[config.mk]
export PLATFORM = sky130hd
export DESIGN_NAME = wb_arbiter
export DESIGN_NICKNAME = d
export VERILOG_FILES = /design/src/rtl/wb_pkg.sv /design/src/rtl/wb_fifo.sv /design/src/rtl/wb_arbiter.sv
export SDC_FILE = /design/constraint.sdc
export NUM_CORES = 1
export LEC_CHECK = 0
export ABC_CLOCK_PERIOD_IN_PS = 2700
export BUFFER_PORTS_ARGS = -buffer_cell sky130_fd_sc_hd__buf_2
export CORE_MARGIN = 2
export CORE_UTILIZATION = 35
export DETAILED_ROUTE_END_ITERATION = 10
export GPL_TIMING_DRIVEN = 0
export PLACE_DENSITY_LB_ADDON = 0.1
export SLEW_MARGIN = 20
export SYNTH_ARGS = -nofsm -noshare
export SYNTH_HDL_FRONTEND = slang
export SYNTH_SLANG_ARGS = --single-unit
[constraint.sdc]
create_clock -name clk -period 2.7 [get_ports clk]
set_clock_uncertainty 0.2 [all_clocks]
set_input_delay 0.135 -clock clk [delete_from_list [all_inputs] [get_ports clk]]
set_output_delay 0.135 -clock clk [all_outputs]
set_load 0.01 [all_outputs]
[src/rtl/wb_pkg.sv]
// Shared types and constants for the write-back port arbiter.
// Optional MDU bypass is controlled by the WB_MDU_BYPASS_EN macro (see wb_arbiter).
package wb_pkg;

    localparam int WB_DATA_W = 16;
    localparam int WB_ADDR_W = 3;

    // r0 is hard-wired to zero, so writes to it never reach the register file
    localparam logic [WB_ADDR_W-1:0] REG_ZERO = '0;

    typedef struct packed {
        logic [WB_ADDR_W-1:0] rd;
        logic [WB_DATA_W-1:0] data;
    } wb_req_t;

    typedef enum logic [0:0] {
        WB_NORMAL = 1'b0,
        WB_STALL  = 1'b1
    } wb_state_t;

endpackage

[src/rtl/wb_fifo.sv]
// Small synchronous FIFO holding MDU results; exposes per-entry rd for hazard lookup.
module wb_fifo
#(
    parameter int DATA_W = 16,
    parameter int ADDR_W = 3,
    parameter int DEPTH  = 2
) (
    input  logic                             clk,
    input  logic                             reset,
    input  logic                             push,
    input  logic [ADDR_W-1:0]                push_rd,
    input  logic [DATA_W-1:0]                push_data,
    input  logic                             pop,
    output logic                             full,
    output logic                             empty,
    output logic [ADDR_W-1:0]                head_rd,
    output logic [DATA_W-1:0]                head_data,
    output logic [DEPTH-1:0]                 ent_valid,
    output logic [DEPTH-1:0][ADDR_W-1:0]     ent_rd
);

    localparam int PTR_W = $clog2(DEPTH);

    logic [PTR_W:0]                 wr_ptr;
    logic [PTR_W:0]                 rd_ptr;
    logic [PTR_W:0]                 count;
    logic [DEPTH-1:0][ADDR_W-1:0]   mem_rd;
    logic [DEPTH-1:0][DATA_W-1:0]   mem_data;
    logic                           do_push;
    logic                           do_pop;

    // The extra pointer MSB tells a full ring apart from an empty one
    assign empty   = (wr_ptr == rd_ptr);
    assign full    = (wr_ptr[PTR_W] != rd_ptr[PTR_W]) &&
                     (wr_ptr[PTR_W-1:0] == rd_ptr[PTR_W-1:0]);
    assign count   = wr_ptr - rd_ptr;
    assign do_push = push && !full;
    assign do_pop  = pop && !empty;

    always_ff @(posedge clk) begin
        if (reset) begin
            wr_ptr <= '0;
            rd_ptr <= '0;
        end else begin
            if (do_push) begin
                wr_ptr <= wr_ptr + (PTR_W+1)'(1);
            end
            if (do_pop) begin
                rd_ptr <= rd_ptr + (PTR_W+1)'(1);
            end
        end
    end

    always_ff @(posedge clk) begin
        if (do_push) begin
            mem_rd[wr_ptr[PTR_W-1:0]]   <= push_rd;
            mem_data[wr_ptr[PTR_W-1:0]] <= push_data;
        end
    end

    assign head_rd   = mem_rd[rd_ptr[PTR_W-1:0]];
    assign head_data = mem_data[rd_ptr[PTR_W-1:0]];
    assign ent_rd    = mem_rd;

    // A slot is live when its distance from the read pointer is below the occupancy
    always_comb begin
        logic [PTR_W-1:0] offset;
        ent_valid = '0;
        offset    = '0;
        for (int i = 0; i < DEPTH; i++) begin
            offset       = PTR_W'(i) - rd_ptr[PTR_W-1:0];
            ent_valid[i] = ({1'b0, offset} < count);
        end
    end

endmodule

[src/rtl/wb_arbiter.sv]
// Register-file write-port scheduler: ALU path has priority, MDU results queue and drain.
// Define WB_MDU_BYPASS_EN to send MDU results straight to the port when it is idle.
module wb_arbiter
    import wb_pkg::*;
#(
    parameter int DATA_W     = WB_DATA_W,
    parameter int ADDR_W     = WB_ADDR_W,
    parameter int DEPTH      = 2,
    parameter int STARVE_MAX = 4
) (
    input  logic              clk,
    input  logic              reset,
    input  logic              alu_valid,
    input  logic [ADDR_W-1:0] alu_rd,
    input  logic [DATA_W-1:0] alu_data,
    input  logic              mdu_valid,
    output logic              mdu_ready,
    input  logic [ADDR_W-1:0] mdu_rd,
    input  logic [DATA_W-1:0] mdu_data,
    output logic              rf_we,
    output logic [ADDR_W-1:0] rf_waddr,
    output logic [DATA_W-1:0] rf_wdata,
    output logic              pipe_stall,
    input  logic [ADDR_W-1:0] hz_rd,
    output logic              hz_hit
);

    localparam logic [0:0] ST_NORMAL = WB_NORMAL;
    localparam logic [0:0] ST_STALL  = WB_STALL;
    localparam int         CNT_W     = $clog2(STARVE_MAX + 1);

    logic                         fifo_full;
    logic                         fifo_empty;
    logic                         fifo_push;
    logic                         fifo_pop;
    logic                         bypass;
    logic                         blocked;
    logic [ADDR_W-1:0]            head_rd;
    logic [DATA_W-1:0]            head_data;
    logic [DEPTH-1:0]             ent_valid;
    logic [DEPTH-1:0][ADDR_W-1:0] ent_rd;
    logic                         sel_valid;
    logic [ADDR_W-1:0]            sel_rd;
    logic [DATA_W-1:0]            sel_data;
    logic [0:0]                   state;
    logic [CNT_W-1:0]             starve_cnt;

    assign mdu_ready = !fifo_full;

`ifdef WB_MDU_BYPASS_EN
    assign bypass = mdu_valid && fifo_empty && !alu_valid;
`else
    assign bypass = 1'b0;
`endif

    // A full FIFO refuses the push even while popping; the freed slot opens next cycle
    assign fifo_push = mdu_valid && !fifo_full && !bypass;
    assign fifo_pop  = !alu_valid && !fifo_empty;
    assign blocked   = alu_valid && !fifo_empty;

    wb_fifo #(
        .DATA_W (DATA_W),
        .ADDR_W (ADDR_W),
        .DEPTH  (DEPTH)
    ) u_fifo (
        .clk       (clk),
        .reset     (reset),
        .push      (fifo_push),
        .push_rd   (mdu_rd),
        .push_data (mdu_data),
        .pop       (fifo_pop),
        .full      (fifo_full),
        .empty     (fifo_empty),
        .head_rd   (head_rd),
        .head_data (head_data),
        .ent_valid (ent_valid),
        .ent_rd    (ent_rd)
    );

    always_comb begin
        sel_valid = 1'b0;
        sel_rd    = alu_rd;
        sel_data  = alu_data;
        if (alu_valid) begin
            sel_valid = 1'b1;
        end else if (!fifo_empty) begin
            sel_valid = 1'b1;
            sel_rd    = head_rd;
            sel_data  = head_data;
        end else if (bypass) begin
            sel_valid = 1'b1;
            sel_rd    = mdu_rd;
            sel_data  = mdu_data;
        end
    end

    // Port registers: r0 targets still consume the slot but never assert the enable
    always_ff @(posedge clk) begin
        if (reset) begin
            rf_we    <= 1'b0;
            rf_waddr <= '0;
            rf_wdata <= '0;
        end else begin
            rf_we <= sel_valid && (sel_rd != ADDR_W'(REG_ZERO));
            if (sel_valid) begin
                rf_waddr <= sel_rd;
                rf_wdata <= sel_data;
            end
        end
    end

    always_ff @(posedge clk) begin
        if (reset) begin
            state      <= ST_NORMAL;
            starve_cnt <= '0;
            pipe_stall <= 1'b0;
        end else begin
            case (state)
                ST_NORMAL: begin
                    if (blocked) begin
                        if (starve_cnt == CNT_W'(STARVE_MAX - 1)) begin
                            state      <= ST_STALL;
                            pipe_stall <= 1'b1;
                        end else begin
                            starve_cnt <= starve_cnt + CNT_W'(1);
                        end
                    end else begin
                        starve_cnt <= '0;
                    end
                end
                default: begin
                    // Stay stalled until a cycle begins with the FIFO already empty
                    if (fifo_empty) begin
                        state      <= ST_NORMAL;
                        starve_cnt <= '0;
                        pipe_stall <= 1'b0;
                    end
                end
            endcase
        end
    end

    always_comb begin
        hz_hit = 1'b0;
        for (int i = 0; i < DEPTH; i++) begin
            if (ent_valid[i] && (ent_rd[i] == hz_rd)) begin
                hz_hit = 1'b1;
            end
        end
        if (hz_rd == ADDR_W'(REG_ZERO)) begin
            hz_hit = 1'b0;
        end
    end

endmodule

==> results.txt <==
The flow ran to the end, and the final reports show no timing, DRC or antenna violations. TritonCTS created 9 clock buffers. The cell depth of the worst flop-to-flop path is 9. In this run, distinct cell masters in the synthesized netlist total 35. The share of total power dissipated in combinational logic is 31.4%. The worst hold path begins at mdu_valid.

In the final routed layout, each cell accounts on average for 14.85 um. The category of the most critical setup path is flop to flop. The kind of end point of the critical path is a flop. The count of warnings emitted by yosys came out at 0. The largest fanout of any net on the critical path is 19. The non-filler instance count after layout came out at 475.

The final weighted congestion in routability-driven placement came out at 0.7279. The final clock period utilization by the worst path came out at 92.39%. The maximum ir drop on the vdd rail came out at 0.3161 mV. The signal on the critical path passes through clkbuf_1, clkbuf_4, inv_2, ha_1, clkbuf_1, inv_1, o21ai_1, nor2_4, buf_12. The critical path data arrival time is 2.38 ns. The synthesized netlist occupies a cell area of 2819 um2. The top cell types in the final layout, fill and taps aside, are 70 x sky130_fd_sc_hd__buf_2, 39 x sky130_fd_sc_hd__a21oi_1, 38 x sky130_fd_sc_hd__dlygate4sd3_1, 38 x sky130_fd_sc_hd__edfxtp_1, 29 x sky130_fd_sc_hd__dfxtp_1. The clock passes through at most 2 buffers.

The H-tree was split into 3 levels. The average cell area after synthesis is 11.28 um2. When the netlist entered floorplanning its net count stood at 300.

Clock-pin slew was measured on the worst setup and hold paths at 0.07 ns. For this run, the top clock speed supported by timing is 400.9 MHz. The part of the Yosys area used for sequential elements is 61.07%. The most common library cell in the layout ignoring fill and taps is sky130_fd_sc_hd__buf_2. The number of nets in the layout came out at 418.

0 antenna diodes ended up in the layout. The floorplan step defined a die boundary enclosing 8788 um2. The cell count after synthesis came out at 250.

Summed over all instances, the cell type with the most area after synthesis is sky130_fd_sc_hd__edfxtp_1. The count of TritonRoute iterations in the first routing pass is 4. The largest incremental delay on the critical path came out at 0.34 ns. The share of total power consumed by net switching is 31.74%. The die is 93.75 um wide.

The critical path buffer and inverter count came out at 6. The number of max-slew violations in the final report came out at 0. Data on the critical path is required at its endpoint by 2.59 ns. The worst register-to-register path begins at u_fifo.rd_ptr[0]. The mean number of vias per cell is 4.848. Once detailed placement completed, the half-perimeter wirelength came to 4671 um. Of the total power, the clock network draws 27.6%. The effective utilization at floorplan came out at 36.29%. The number of buffer cells added on primary ports came out at 67. Row generation in the floorplan step produced 32 rows. The total global-route track usage is 16.76%.

The TritonCTS clock tree is done. The final setup TNS came out at 0 ns. The gate family responsible for the most delay along the worst path is buffers and inverters. The number of primary I/O pins came out at 68.

The worst-case setup margin in the final layout came out at 0.2054 ns. Power spread over the standard cell area amounts to 808.3 nW/um2. Setup repair after global routing left no endpoint under its margin. The transition at the pin with the smallest max-transition slack came out at 0.5277 ns. The detailed-route DRC error count is 0. The area added between synthesis and finish is 39.68%. The area of combinational cells with multiple inputs came out at 1005 um2.

The internal power of the cells totals 2.173 mW. The height of the chip came out at 93.75 um. The cell leakage power came out at 1.549 nW. Fill cells in the final layout number 757. The worst slack at placement is -0.08056 ns. The cell sitting at the root of the clock tree is a sky130_fd_sc_hd__clkbuf_8. For the finished layout, the period the worst path requires is 2.495 ns. The insertion delay to the later sink of the worst-skew pair is 0.33 ns. The endpoint identified for the worst register-to-register timing path is u_fifo.mem_data[15]. Of the post-synthesis cell area, the dominant cell type holds 40.48%. The switching component of the power is 1.010 mW. The register area is 1722 um2. The via count is 2,303. The initial antenna violation count is 0.

Once placement finished, the instance area stood at 3297 um2. The hold path depth came out at 4. The tightest slew margin relative to the limit is 64.82%. The number of violations reported at the end of detailed-routing iteration 0 is 65. The final hold violation count came out at 0. The final layout contains routed wiring with a total length of 7053 um. The core region area came out at 7767 um2. The worst hold path terminates at u_fifo.wr_ptr[0]. The number of global-route vias before repair came out at 2,344. The count of nets left with antenna violations after detail routing is 0. The total overflow left after global routing is 0. Sorting the synthesized cells by area gives the leading types as sky130_fd_sc_hd__edfxtp_1 40%, sky130_fd_sc_hd__dfxtp_1 21%, sky130_fd_sc_hd__mux2i_1 7.1%. The cell that appears most often on the critical path is sky130_fd_sc_hd__clkbuf_1.

The clock drives 67 sinks. The slowest stage of the critical path is the sky130_fd_sc_hd__dfxtp_1 cell. In this run the worst hold path is classified as primary input to flop.

The total design power came out at 3.183 mW. Registers are responsible for 41.0% of the overall power. STA classifies the critical path startpoint as a flop.

The ratio of cells with drive above 1 in the final layout came out at 25.47%. The number of max-capacitance violations reported came out at 0. The final non-filler cell area came out at 3938 um2. The wire length of the first global-routing pass is 11,210 um. Setup violations remaining at the end of the flow were counted as 0. In this run, synthesis produced a sequential element count of 67. The number of placed cells counting well taps came out at 419.

The minimum setup slack among reg-to-reg paths is 0.21 ns. The pin count of the biggest net entering global routing came out at 20.
## per-stage QoR
| stage | hold slack, ns | util (%) |
|---|---|---|
| 2_1_floorplan | 0.03387 | - |
| 6_report | 0.02977 | 50.69 |
| 3_3_place_gp | 0.1236 | 42.32 |
| 5_1_grt | 0.05381 | 50.69 |
| 3_5_place_dp | 0.1257 | 42.45 |
| 4_1_cts | 0.01811 | 50.55 |
## worst max path at each step
stage | startpoint | endpoint | slack, ns | cells after the start
2_1_floorplan | u_fifo.rd_ptr[0] | u_fifo.ent_rd[3] | 0.16 | 7
3_3_place_gp | u_fifo.rd_ptr[0] | u_fifo.mem_data[4] | -0.40 | 8
3_5_place_dp | u_fifo.rd_ptr[0] | u_fifo.mem_data[4] | -0.08 | 8
4_1_cts | u_fifo.rd_ptr[0] | rf_wdata[0] | 0.05 | 9
5_1_grt | u_fifo.wr_ptr[1] | hz_hit | 0.02 | 7
6_report | u_fifo.rd_ptr[0] | u_fifo.mem_data[15] | 0.21 | 9
## synth_stat cells
master                      number
sky130_fd_sc_hd__a2111oi_0       1
sky130_fd_sc_hd__a211oi_1        1
sky130_fd_sc_hd__a21o_1          1
sky130_fd_sc_hd__a21oi_1        39
sky130_fd_sc_hd__a22oi_1         2
sky130_fd_sc_hd__and2_1          1
sky130_fd_sc_hd__buf_1           1
sky130_fd_sc_hd__buf_2           4
sky130_fd_sc_hd__buf_6           1
sky130_fd_sc_hd__clkbuf_1       13
sky130_fd_sc_hd__dfxtp_1        29
sky130_fd_sc_hd__edfxtp_1       38
sky130_fd_sc_hd__ha_1            5
sky130_fd_sc_hd__inv_1           7
sky130_fd_sc_hd__inv_2           1
sky130_fd_sc_hd__mux2i_1        20
sky130_fd_sc_hd__nand2_1        24
sky130_fd_sc_hd__nand2b_1        1
sky130_fd_sc_hd__nand3_1         4
sky130_fd_sc_hd__nand4_1         1
sky130_fd_sc_hd__nor2_1          6
sky130_fd_sc_hd__nor2b_1         3
sky130_fd_sc_hd__nor3_1          6
sky130_fd_sc_hd__nor3b_1         2
sky130_fd_sc_hd__nor4b_1         1
sky130_fd_sc_hd__o21ai_0         2
sky130_fd_sc_hd__o21ai_1         6
sky130_fd_sc_hd__o221ai_1        1
sky130_fd_sc_hd__o22ai_1        16
sky130_fd_sc_hd__o2bb2ai_1       3
sky130_fd_sc_hd__or2_1           1
sky130_fd_sc_hd__or3_1           2
sky130_fd_sc_hd__xnor2_1         3
sky130_fd_sc_hd__xnor2_2         1
sky130_fd_sc_hd__xor2_1          3
## power by group through the flow
stage / Sequential (mW) / Clock, mW / Combinational (mW)
floorplan: 1.34 / 0 / 0.603
global placement: 1.33 / 0 / 0.912
detailed placement: 1.33 / 0 / 0.928
CTS: 1.30 / 0.896 / 1.00
global route: 1.32 / 0.948 / 1.11
finish: 1.30 / 0.879 / 0.999
## area by class of cell
| class | instances | area share [%] |
|---|---|---|
| sequential | 67 | 43.72 |
| multi-input combinational | 156 | 25.52 |
| timing repair buffer | 107 | 19.19 |
| clock buffer | 10 | 3.241 |
| tap | 102 | 3.241 |
| buffer | 19 | 2.288 |
| clock inverter | 6 | 2.034 |
| inverter | 8 | 0.7626 |
## kinds of logic after synthesis
kind of cell    after synthesis  share of synthesized area [%]
flops                        67                          61.07
buf+inv                      27                          4.039
fa+ha+maj                     5                          2.219
xor+xnor                      7                          2.442
compound gates               72                          14.51
simple gates                 52                          8.611
mux                          20                          7.102
## registers in the layout, indices dropped and copies added (netlist names)
register	count
pipe_stall	1
rf_waddr	3
rf_wdata	16
rf_we	1
starve_cnt	3
state	1
u_fifo.ent_rd	6
u_fifo.mem_data	32
u_fifo.rd_ptr	2
u_fifo.wr_ptr	2
## layer usage
layer | global-route usage, % | vias up | routed length, um | part of all wire, %
met5 | 0 | - | 0 | 0
met2 | 28.27 | 44 | 3556 | 50
met1 | 21.16 | 1100 | 3143 | 45
li1 | - | 1150 | - | -
met3 | 4.173 | 9 | 255 | 3.6
met4 | 5.193 | 0 | 98 | 1.4
## what timing repair did
action / 4_1_cts / 5_1_grt
resized for setup: 1 / 8
hold buffers: 38 / 0
buffers inserted: 2 / 0
endpoints found under the setup margin: 39 / 41
hold endpoints to repair: 58 / 0
pin swaps: 1 / 0
## worst min-delay path, cell delays in order
cell,delay [ns]
sky130_fd_sc_hd__buf_2,0.08
sky130_fd_sc_hd__o21ai_1,0.12
sky130_fd_sc_hd__xnor2_1,0.15
sky130_fd_sc_hd__nor2_1,0.03
Power figures use the tool's default switching activity.
